`config.mk`:
```
export PLATFORM = sky130hd
export DESIGN_NAME = mod_n_updown_counter
export DESIGN_NICKNAME = d
export VERILOG_FILES = /design/src/rtl/counter_pkg.sv /design/src/rtl/en_prescaler.sv /design/src/rtl/mod_n_updown_counter.sv
export SDC_FILE = /design/constraint.sdc
export NUM_CORES = 1
export LEC_CHECK = 0
export CORE_MARGIN = 4
export CORE_UTILIZATION = 49
export CTS_CLUSTER_DIAMETER = 40
export CTS_CLUSTER_SIZE = 28
export DETAILED_ROUTE_END_ITERATION = 10
export GPL_TIMING_DRIVEN = 0
export PLACE_DENSITY = 0.88
export SYNTH_ARGS = -nofsm -noshare
export SYNTH_HDL_FRONTEND = slang
export SYNTH_SLANG_ARGS = --single-unit
```
`constraint.sdc`:
```
create_clock -name clk -period 2.63 [get_ports clk]
set_input_delay 0.3945 -clock clk [delete_from_list [all_inputs] [get_ports clk]]
set_output_delay 0.3945 -clock clk [all_outputs]
set_load 0.005 [all_outputs]
```
`src/rtl/counter_pkg.sv`:
```
// Shared types and helpers for the mod-N up/down counter.
// Holds the direction/mode encodings and the terminal-value helper.
package counter_pkg;

  typedef enum logic {DIR_DOWN = 1'b0, DIR_UP = 1'b1} cnt_dir_e;
  typedef enum logic {MODE_WRAP = 1'b0, MODE_ONESHOT = 1'b1} cnt_mode_e;

  // Up-count terminal value; a zero modulus selects the full 2^width range.
  function automatic logic [31:0] term_val(input logic [31:0] mod_val, input int unsigned width);
    logic [31:0] full;
    full = (width >= 32) ? 32'hFFFF_FFFF : ((32'd1 << width) - 32'd1);
    return (mod_val == 32'd0) ? full : (mod_val - 32'd1);
  endfunction

endpackage

```
`src/rtl/en_prescaler.sv`:
```
// Enable divider: passes through every PRESCALE-th en_in-high cycle.
// en_out is combinational so the counter steps on the same edge.
module en_prescaler #(
  parameter int PRESCALE = 4
) (
  input  logic clk,
  input  logic rstn,
  input  logic sync_clr,
  input  logic en_in,
  output logic en_out
);

  localparam int PW = (PRESCALE > 2) ? $clog2(PRESCALE) : 1;
  localparam logic [PW-1:0] LAST = PW'(PRESCALE - 1);

  logic [PW-1:0] cnt;

  assign en_out = en_in && (cnt == LAST);

  always_ff @(posedge clk or negedge rstn) begin
    if (!rstn) begin
      cnt <= '0;
    end else if (sync_clr) begin
      cnt <= '0;
    end else if (en_in) begin
      cnt <= en_out ? '0 : cnt + 1'b1;
    end
  end

endmodule

```
`src/rtl/mod_n_updown_counter.sv`:
```
// Run-time modulus up/down counter with clear, load, wrap/one-shot and done pulse.
// Optional enable prescaler is built when COUNTER_PRESCALE_EN is defined.
module mod_n_updown_counter
  import counter_pkg::*;
#(
  parameter int               WIDTH    = 8,
  parameter logic [WIDTH-1:0] RST_VAL  = '0,
  parameter int               PRESCALE = 4
) (
  input  logic             clk,
  input  logic             rstn,
  input  logic             en,
  input  logic             clr,
  input  logic             load,
  input  logic [WIDTH-1:0] load_val,
  input  logic             dir,
  input  logic             mode,
  input  logic [WIDTH-1:0] mod_val,
  output logic [WIDTH-1:0] count_out,
  output logic             done,
  output logic             halted
);

  if (WIDTH < 2 || WIDTH > 32 || PRESCALE < 2 || PRESCALE > 256) begin : g_bad_param
    $error("mod_n_updown_counter: parameter out of range");
  end

  logic [WIDTH-1:0] t_up;
  logic             step;
  logic             is_up;
  logic             is_oneshot;
  logic             terminal;

  assign t_up       = WIDTH'(term_val(32'(mod_val), WIDTH));
  assign is_up      = (cnt_dir_e'(dir) == DIR_UP);
  assign is_oneshot = (cnt_mode_e'(mode) == MODE_ONESHOT);
  // >= catches counts left above the range by a load or a modulus change.
  assign terminal   = is_up ? (count_out >= t_up) : (count_out == '0);

`ifdef COUNTER_PRESCALE_EN
  en_prescaler #(.PRESCALE(PRESCALE)) u_prescaler (
    .clk      (clk),
    .rstn     (rstn),
    .sync_clr (clr | load),
    .en_in    (en & ~halted),
    .en_out   (step)
  );
`else
  assign step = en & ~halted;
`endif

  always_ff @(posedge clk or negedge rstn) begin
    if (!rstn) begin
      count_out <= RST_VAL;
      done      <= 1'b0;
      halted    <= 1'b0;
    end else if (clr) begin
      count_out <= RST_VAL;
      done      <= 1'b0;
      halted    <= 1'b0;
    end else if (load) begin
      count_out <= load_val;
      done      <= 1'b0;
      halted    <= 1'b0;
    end else if (step) begin
      done <= terminal;
      if (terminal) begin
        if (is_oneshot) begin
          count_out <= is_up ? t_up : '0;
          halted    <= 1'b1;
        end else begin
          count_out <= is_up ? '0 : t_up;
        end
      end else begin
        count_out <= is_up ? count_out + 1'b1 : count_out - 1'b1;
      end
    end else begin
      done <= 1'b0;
    end
  end

endmodule
```
==> results of run 1 <==
## worst max-delay path, cell delays in order
cell                        delay, ps
sky130_fd_sc_hd__buf_2            150
sky130_fd_sc_hd__nor4_4           300
sky130_fd_sc_hd__buf_4            160
sky130_fd_sc_hd__o211a_1          140
sky130_fd_sc_hd__mux2_4           160
sky130_fd_sc_hd__inv_1             70
sky130_fd_sc_hd__ha_4             280
sky130_fd_sc_hd__nand4_1          110
sky130_fd_sc_hd__a21oi_2          190
sky130_fd_sc_hd__o2bb2ai_4        170
sky130_fd_sc_hd__or3b_4           430
sky130_fd_sc_hd__a31oi_4          190
## layout make-up
class	instances	area share, %
tap	30	2.052
sequential	10	13.68
timing repair buffer	37	18.06
clock buffer	4	1.984
buffer	5	1.436
multi-input combinational	137	60.53
inverter	11	2.257
## layer usage
layer  vias to the layer above  track usage (%)
met3                        17            3.268
met5                         -                0
li1                        695                -
met2                        74            46.80
met1                       701            24.90
met4                         0            8.544
## cell families (layout without fill, tap and decap cells)
| kind of cell | Yosys count | count (layout) |
|---|---|---|
| multiplexers | 5 | 5 |
| AND/OR/NAND/NOR | 58 | 58 |
| AO/OA/AOI/OAI | 51 | 51 |
| buffers and inverters | 16 | 57 |
| XOR/XNOR | 6 | 6 |
| adder cells (fa/ha/maj) | 17 | 17 |
| flip-flops | 10 | 10 |
## power groups by stage
stage	combinational, µW	clock [µW]	sequential (µW)
final	366	142	187
after global routing	393	147	189
after CTS	342	141	185
after detailed placement	313	0	188
after global placement	294	0	188
after floorplan	192	0	184
## cells in the mapped netlist (2+ instances only)
cell	number	area, µm²
sky130_fd_sc_hd__nor2b_1	4	25.02
sky130_fd_sc_hd__mux2i_1	4	40.04
sky130_fd_sc_hd__nand3_1	5	25.02
sky130_fd_sc_hd__a211oi_1	5	37.54
sky130_fd_sc_hd__nor2_1	16	60.06
sky130_fd_sc_hd__inv_1	11	41.29
sky130_fd_sc_hd__o31ai_1	4	30.03
sky130_fd_sc_hd__o21ai_0	5	25.02
sky130_fd_sc_hd__nor3_1	8	40.04
sky130_fd_sc_hd__nor4_1	3	18.77
sky130_fd_sc_hd__and2_1	2	12.51
sky130_fd_sc_hd__dfrtp_1	10	250.2
sky130_fd_sc_hd__ha_1	16	200.2
sky130_fd_sc_hd__a21oi_1	16	80.08
sky130_fd_sc_hd__nor3b_1	4	30.03
sky130_fd_sc_hd__nand2_1	7	26.28
sky130_fd_sc_hd__xnor2_1	3	26.28
sky130_fd_sc_hd__xor2_1	3	26.28
sky130_fd_sc_hd__a21o_1	2	15.01
sky130_fd_sc_hd__o31a_1	3	26.28
sky130_fd_sc_hd__o21a_1	4	30.03
sky130_fd_sc_hd__clkbuf_1	4	15.01
sky130_fd_sc_hd__a31oi_1	4	25.02
## metrics by stage
stage	cells	hold slack, ps	util, %	total power [µW]
global placement	225	581.5	66.52	481.9
detailed placement	225	603.9	66.52	501.3
CTS	233	459.0	71.72	668.4
global route	234	460.4	73.17	729.2
finish	234	441.0	73.17	694.1
floorplan	163	98.91	-	375.6
## state kept, by name, summed over array words and instances, names as in the netlist
| name | count |
|---|---|
| halted | 1 |
| done | 1 |
| count_out | 8 |
## what timing repair did
| action | 4_1_cts | 5_1_grt |
|---|---|---|
| gates resized for setup | 29 | 22 |
| endpoints found under the setup margin | 10 | 9 |
| buffers inserted | 3 | 1 |
| pin swaps | 13 | 10 |
| gates cloned | 1 | 0 |
## cells in the final DEF, fill, tap and decap left out, types with 4 or more instances in the layout
| master | count |
|---|---|
| sky130_fd_sc_hd__ha_1 | 14 |
| sky130_fd_sc_hd__inv_1 | 9 |
| sky130_fd_sc_hd__a21oi_1 | 15 |
| sky130_fd_sc_hd__nor3_1 | 8 |
| sky130_fd_sc_hd__o21ai_0 | 4 |
| sky130_fd_sc_hd__nand3_1 | 5 |
| sky130_fd_sc_hd__nor2b_1 | 4 |
| sky130_fd_sc_hd__buf_4 | 6 |
| sky130_fd_sc_hd__dfrtp_1 | 10 |
| sky130_fd_sc_hd__clkdlybuf4s50_1 | 23 |
| sky130_fd_sc_hd__nor2_1 | 16 |
| sky130_fd_sc_hd__o31ai_1 | 4 |
| sky130_fd_sc_hd__clkbuf_1 | 4 |
| sky130_fd_sc_hd__o21a_1 | 4 |
| sky130_fd_sc_hd__nand2_1 | 7 |
## final timing paths
path	end	slack, ps	cells after the start
max	count_out[5]	80	12
min	count_out[3]	440	1
max reg2reg	count_out[5]	540	7
min reg2reg	halted	610	2
max in group asynchronous	done	1870	1
min in group clk	count_out[0]	570	3
==> Implementation_results.wiki, run 1 <==
{| class="wikitable"
! Metric !! Value
|-
| Run status || completed
|-
| Worst-skew pair later-pin latency || between 200 and 300 ps
|-
| Vias in the first global route || 1503
|-
| P_int || 427.6 µW
|-
| Worst VDD drop || 357.9 µV
|-
| Die Span X || 59.61 µm
|-
| 1st-pass router iterations || 4
|-
| Cell count after synthesis || around 160
|-
| Detail Route met3 WL || roughly 320 µm
|-
| Share of the clock period used by the worst path || approximately 97%
|-
| Met2 wire len || 2315 µm
|-
| Beginning of the worst register-to-register path || count_out[0]
|-
| H-tree level count || 1
|-
| Maximum fanout along the worst path || 5
|-
| Worst max-slew margin expressed relative to the limit || between 50 and 60%
|-
| Seq. cell area || about 250 µm²
|-
| Height of the die || 59.61 µm
|-
| Clock power frac || 20.4%
|-
| Final setup violation count || 0
|-
| Sort of element at the end of the critical path || flip-flop
|-
| Area growth syn-to-layout || 40.17%
|-
| Detailed placer's ending HPWL || around 3200 µm
|-
| Crit path arrival time || 2740 ps
|-
| Number of standard-cell rows in the floorplan || 18
|-
| PwrDens || 379.4 nW/µm²
|-
| Global-route wire length before repair || about 6500 µm
|-
| NetSw || 266.4 µW
|-
| Count of routing violations after the opening detailed-route iteration || 70
|-
| Final nets || 245
|-
| Count of hold-fix buffers inserted at cts || 0
|-
| Netlist area before placement || roughly 1300 µm²
|-
| Overall overflow remaining after global route || 0
|-
| Fraction of power spent switching nets || between 30% and 40%
|-
| Wirelength, routed || about 4300 µm
|-
| # Max-Cap Violations || 0
|-
| Diodes inserted || 0
|-
| Share of post-route cells with drive strength above 1 || between 10% and 20%
|-
| Startpoint type of the worst setup path || input port
|-
| Fillcell total || around 190
|-
| Detailed-route wire length per cell || 18.20 µm
|-
| Die Area || 3553 µm²
|-
| Post-synth cell types || 43
|-
| Initial core utilization || 52.20%
|-
| Critical path class || input port to flip-flop
|-
| Topmost layer with routed signal wires || met4
|-
| RSZ-0062 raised after global routing || no
|-
| CTS Root Cell || sky130_fd_sc_hd__clkbuf_4
|-
| Static leakage || 0.0007811 µW
|-
| Clock sink total || 10
|-
| Final critical-path required period || 2548 ps
|-
| Met1 Wirelength || 1533 µm
|-
| Number of hold-slack violations in the final timing report || 0
|-
| Multi-input combinational cell area || 1107 µm²
|-
| Share of synthesized cell area in full adder, half adder and majority cells || 16.87%
|-
| Hold WC Path Type || input port to async pin
|-
| Number of antenna violations at the first check in global routing || 0
|-
| Async set or reset register ratio after synthesis || 100.0%
|-
| Pin count of the biggest net entering global routing || 11
|-
| I/O pin total || 33
|-
| Num CTS Buffers || 3
|-
| Overall fraction of global-route tracks in use || 23.72%
|-
| Parity-gate share of the synthesized area counting xor and xnor cells || 4.027%
|-
| Fraction of the mapped netlist area in compound gates || 26.56%
|-
| Placed standard-cell area || 1663 µm²
|-
| Least setup slack across all paths after layout || between 80 and 90 ps
|-
| Leading register cell type out of synthesis || sky130_fd_sc_hd__dfrtp_1
|-
| Number of pins with negative max-slew slack in the final report || 0
|-
| Total of warnings raised by yosys || 0
|-
| Maximum buffer depth of the clock tree || 2
|-
| Area of the placeable core || 2500 µm²
|-
| Synthesized area per cell || 8.006 µm²
|-
| Sequential-to-total area share from yosys stat || 19.18%
|-
| Worst Clk Skew || 3.737 ps
|-
| Clock-pin slew on the worst setup and hold paths || 70 ps
|-
| Multiplexer fraction of the synthesized cell area || a little under 4%
|-
| Flip-flop and latch count after synthesis || 10
|-
| Data required time of the critical path || ~2800 ps
|-
| Net count after synthesis || 203
|-
| Setup WS pre-CTS || -909.6 ps
|-
| Residual DRC count || 0
|-
| Clock tree from TritonCTS || built
|-
| Share of total power in sequential cells || between 20% and 30%
|-
| Share of synthesized cell area in and, or, nand and nor gates || 24.74%
|-
| Weighted congestion reported at the end of routability-driven placement || 0.8658
|-
| Comb power frac || 52.7%
|-
| Fmax achieved || 392.5 MHz
|-
| Port Buffers || 32
|-
| Post-route cell area || 1829 µm²
|-
| Final-layout setup total negative slack || 0 ps
|-
| Count of nets left with antenna violations after detail routing || 0
|-
| Routed via count || 1487
|-
| Combinational family with the most area after synthesis || compound AO/OA/AOI/OAI gates
|-
| Transition at the pin with the smallest max-transition slack || 613.3 ps
|-
| Number of vias per cell after detailed routing || 6.355
|-
| Number of enable flip-flop cells after synthesis || 0
|-
| Beginning of the critical path || mod_val[3]
|}
Note: power is estimated with default switching activity, not from simulation.
==> inputs of run 2 (changes only) <==
GPL_TIMING_DRIVEN = not set   (was 0)
==> run 2 against run 1 <==
  * Design area is 13% higher
  * First-iteration DRC count grew 33%
  * Worst setup slack got worse by 19 ps
  * Register-to-register slack lost 90 ps
  * Sequential power grew 2%
  * Clock skew is 0.92 ps higher
  * Clock-buffer cell count stayed put
  * Sequential share of layout area is 1.6 points lower
  * Largest power group unchanged
  * Highest routed layer unchanged
==> Implementation_results.wiki, run 2 (same netlist as run 1, synthesis figures left out) <==
{| class="wikitable"
! Metric !! Value
|-
| Hold WC Path Type || input port to async pin (unchanged)
|-
| Number of hold-slack violations in the final timing report || 0 (unchanged)
|-
| Non-filler instance count after layout || 254 (was 234)
|-
| Crit path arrival time || 2710 ps (was 2740 ps)
|-
| Die Area || 3553 µm² (unchanged)
|-
| Worst path slowest cell || sky130_fd_sc_hd__a211oi_4 (was sky130_fd_sc_hd__or3b_4)
|-
| Largest register by flop count || count_out (unchanged)
|-
| Fmax achieved || 389.6 MHz (was 392.5 MHz)
|-
| Residual DRC count || 0 (unchanged)
|-
| Count of hold-fix buffers inserted at cts || 0 (unchanged)
|-
| Worst Clk Skew || 4.658 ps (was 3.737 ps)
|-
| Detailed-route wire length per cell || 19.14 µm (was 18.20 µm)
|-
| Area growth syn-to-layout || 58.58% (was 40.17%)
|-
| 1st-pass router iterations || 4 (unchanged)
|-
| Weighted congestion reported at the end of routability-driven placement || 0.9057 (was 0.8658)
|-
| Share of total power in sequential cells || 25.2% (was 26.9%)
|-
| Clock-pin slew on the worst setup and hold paths || 80 ps (was 70 ps)
|-
| Setup WS pre-CTS || -651.1 ps (was -909.6 ps)
|-
| Global-route wire length before repair || 7576 µm (was 6465 µm)
|-
| Number of standard-cell rows in the floorplan || 18 (unchanged)
|-
| Die Span X || 59.61 µm (unchanged)
|-
| Run status || completed (unchanged)
|-
| Share of the clock period used by the worst path || 97.59% (was 96.88%)
|-
| Fraction of power spent switching nets || 39.48% (was 38.39%)
|-
| P_int || 457.1 µW (was 427.6 µW)
|-
| Seq. cell area || 250.2 µm² (unchanged)
|-
| Maximum buffer depth of the clock tree || 2 (unchanged)
|-
| Data required time of the critical path || 2780 ps (was 2820 ps)
|-
| Share of post-route cells with drive strength above 1 || 29.02% (was 18.63%)
|-
| CTS Root Cell || sky130_fd_sc_hd__clkbuf_4 (unchanged)
|-
| Hold Slack || 453.5 ps (was 441.0 ps)
|-
| Worst max-slew margin expressed relative to the limit || 63.35% (was 58.97%)
|-
| H-tree level count || 1 (unchanged)
|-
| Critical path class || input port to flip-flop (unchanged)
|-
| Fillcell total || 158 (was 185)
|-
| Vias in the first global route || 1637 (was 1503)
|-
| Diodes inserted || 0 (unchanged)
|-
| I/O pin total || 33 (unchanged)
|-
| Static leakage || 0.0009045 µW (was 0.0007811 µW)
|-
| Final setup violation count || 0 (unchanged)
|-
| Worst reg2reg path endpoint || count_out[7] (was count_out[5])
|-
| Number of flip-flops in the largest register || 8 (unchanged)
|-
| Final critical-path required period || 2567 ps (was 2548 ps)
|-
| Final nets || 265 (was 245)
|-
| Overall fraction of global-route tracks in use || 28.36% (was 23.72%)
|-
| Endpoint of the worst setup timing path || halted (was count_out[5])
|-
| Height of the die || 59.61 µm (unchanged)
|-
| Number of cells on the critical path || 13 (was 12)
|-
| Comb power frac || 55.4% (was 52.7%)
|-
| Detailed placer's ending HPWL || 3144 µm (was 3212 µm)
|-
| Number of antenna violations at the first check in global routing || 0 (unchanged)
|-
| Beginning of the critical path || mod_val[1] (was mod_val[3])
|-
| R2R setup slack || 450 ps (was 540 ps)
|-
| Most frequent cells in the layout || 28 x sky130_fd_sc_hd__buf_4, 24 x sky130_fd_sc_hd__clkdlybuf4s50_1, 15 x sky130_fd_sc_hd__nor2_1 (was 23 x sky130_fd_sc_hd__clkdlybuf4s50_1, 16 x sky130_fd_sc_hd__nor2_1, 15 x sky130_fd_sc_hd__a21oi_1)
|-
| Worst VDD drop || 394.4 µV (was 357.9 µV)
|-
| Transition at the pin with the smallest max-transition slack || 549.7 ps (was 613.3 ps)
|-
| Routed via count || 1633 (was 1487)
|-
| RSZ-0062 raised after global routing || yes (was no)
|-
| Area of the placeable core || 2500 µm² (unchanged)
|-
| Wirelength, routed || 4862 µm (was 4259 µm)
|-
| PwrDens || 365.0 nW/µm² (was 379.4 nW/µm²)
|-
| Most common library cell in the layout ignoring fill and taps || sky130_fd_sc_hd__buf_4 (was sky130_fd_sc_hd__clkdlybuf4s50_1)
|-
| Least setup slack across all paths after layout || 63.43 ps (was 82.02 ps)
|-
| Sort of element at the end of the critical path || flip-flop (unchanged)
|-
| Maximum fanout along the worst path || 7 (was 5)
|-
| Pin count of the biggest net entering global routing || 12 (was 11)
|-
| Initial core utilization || 52.20% (unchanged)
|-
| Count of buffering cells on the critical path with inverters included || 3 (unchanged)
|-
| Count of nets left with antenna violations after detail routing || 0 (unchanged)
|-
| Port Buffers || 32 (unchanged)
|-
| Crit path cell chain || clkdlybuf4s15_1, inv_2, ha_4, nor3b_4, o21a_1, o21ai_2, ha_1, a21o_1, a211oi_4, o2bb2ai_4, buf_6, a31oi_4, nor3_2 (was buf_2, nor4_4, buf_4, o211a_1, mux2_4, inv_1, ha_4, nand4_1, a21oi_2, o2bb2ai_4, or3b_4, a31oi_4)
|-
| Number of pins with negative max-slew slack in the final report || 0 (unchanged)
|-
| Clock tree from TritonCTS || built (unchanged)
|-
| Num CTS Buffers || 3 (unchanged)
|-
| Count of routing violations after the opening detailed-route iteration || 93 (was 70)
|-
| Startpoint type of the worst setup path || input port (unchanged)
|-
| Clock power frac || 19.3% (was 20.4%)
|-
| Family with the most delay on the worst path || compound AO/OA/AOI/OAI gates (was simple AND/OR/NAND/NOR gates)
|-
| Overall overflow remaining after global route || 0 (unchanged)
|-
| NetSw || 298.2 µW (was 266.4 µW)
|-
| Worst-skew pair later-pin latency || 270 ps (about the same)
|-
| Number of vias per cell after detailed routing || 6.429 (was 6.355)
|-
| # Max-Cap Violations || 0 (unchanged)
|-
| Count of cells along the worst register-to-register path || 6 (was 7)
|-
| Clock sink total || 10 (unchanged)
|-
| Beginning of the worst register-to-register path || count_out[4] (was count_out[0])
|-
| Largest registers || count_out: 8 flops, done: 1 flops, halted: 1 flops (unchanged)
|-
| Placed Cells incl. Taps || 243 (was 225)
|-
| Biggest cell delay along the critical path || 340 ps (was 430 ps)
|-
| Multi-input combinational cell area || 1165 µm² (was 1107 µm²)
|}
run 2: per-layer routing:
layer / track usage (%) / vias to the layer above / part of all wire [%]
li1: - / 738 / -
met1: 31.87 / 770 / 35
met3: 3.922 / 22 / 9.0
met5: 0 / - / 0
met4: 11.39 / 0 / 3.5
met2: 52.89 / 103 / 53
run 2: power by group through the flow:
stage | sequential (µW) | combinational, µW | clock (µW)
6_report | 191 | 419 | 146
5_1_grt | 192 | 450 | 157
4_1_cts | 188 | 374 | 146
3_5_place_dp | 190 | 335 | 0
3_3_place_gp | 190 | 321 | 0
2_1_floorplan | 184 | 192 | 0
run 2: stage by stage:
step,area (µm²),power [µW],setup TNS (ps),util (%)
global route,2069,799.0,-124.0,82.78
global placement,1815,511.0,-4889,72.62
finish,2069,755.3,0,82.78
floorplan,1305,375.6,0,-
detailed placement,1815,525.1,-5895,72.62
CTS,1979,708.5,0,79.18
run 2: how the worst min path moves through the flow:
stage | start | to | slack (ps)
4_1_cts | rstn | count_out[4] | 460
3_5_place_dp | halted | halted | 570
2_1_floorplan | rstn | count_out[0] | 100
3_3_place_gp | halted | halted | 590
5_1_grt | rstn | count_out[0] | 470
6_report | rstn | count_out[4] | 450
run 2: area by class of cell:
class                   instances  area share (%)
multi-input cells             138           56.29
repair buffers                 61           26.06
flip-flops and latches         10           12.09
inverters                      11           1.995
well taps                      30           1.814
clock buffers                   4           1.753
run 2: what timing repair did:
action | CTS | global route
gates resized for setup | 23 | 33
setup endpoints to repair | 10 | 10
endpoints found under the hold margin | 0 | 0
pin swaps | 10 | 12
buffers inserted | 5 | 1
cloned | 1 | 0
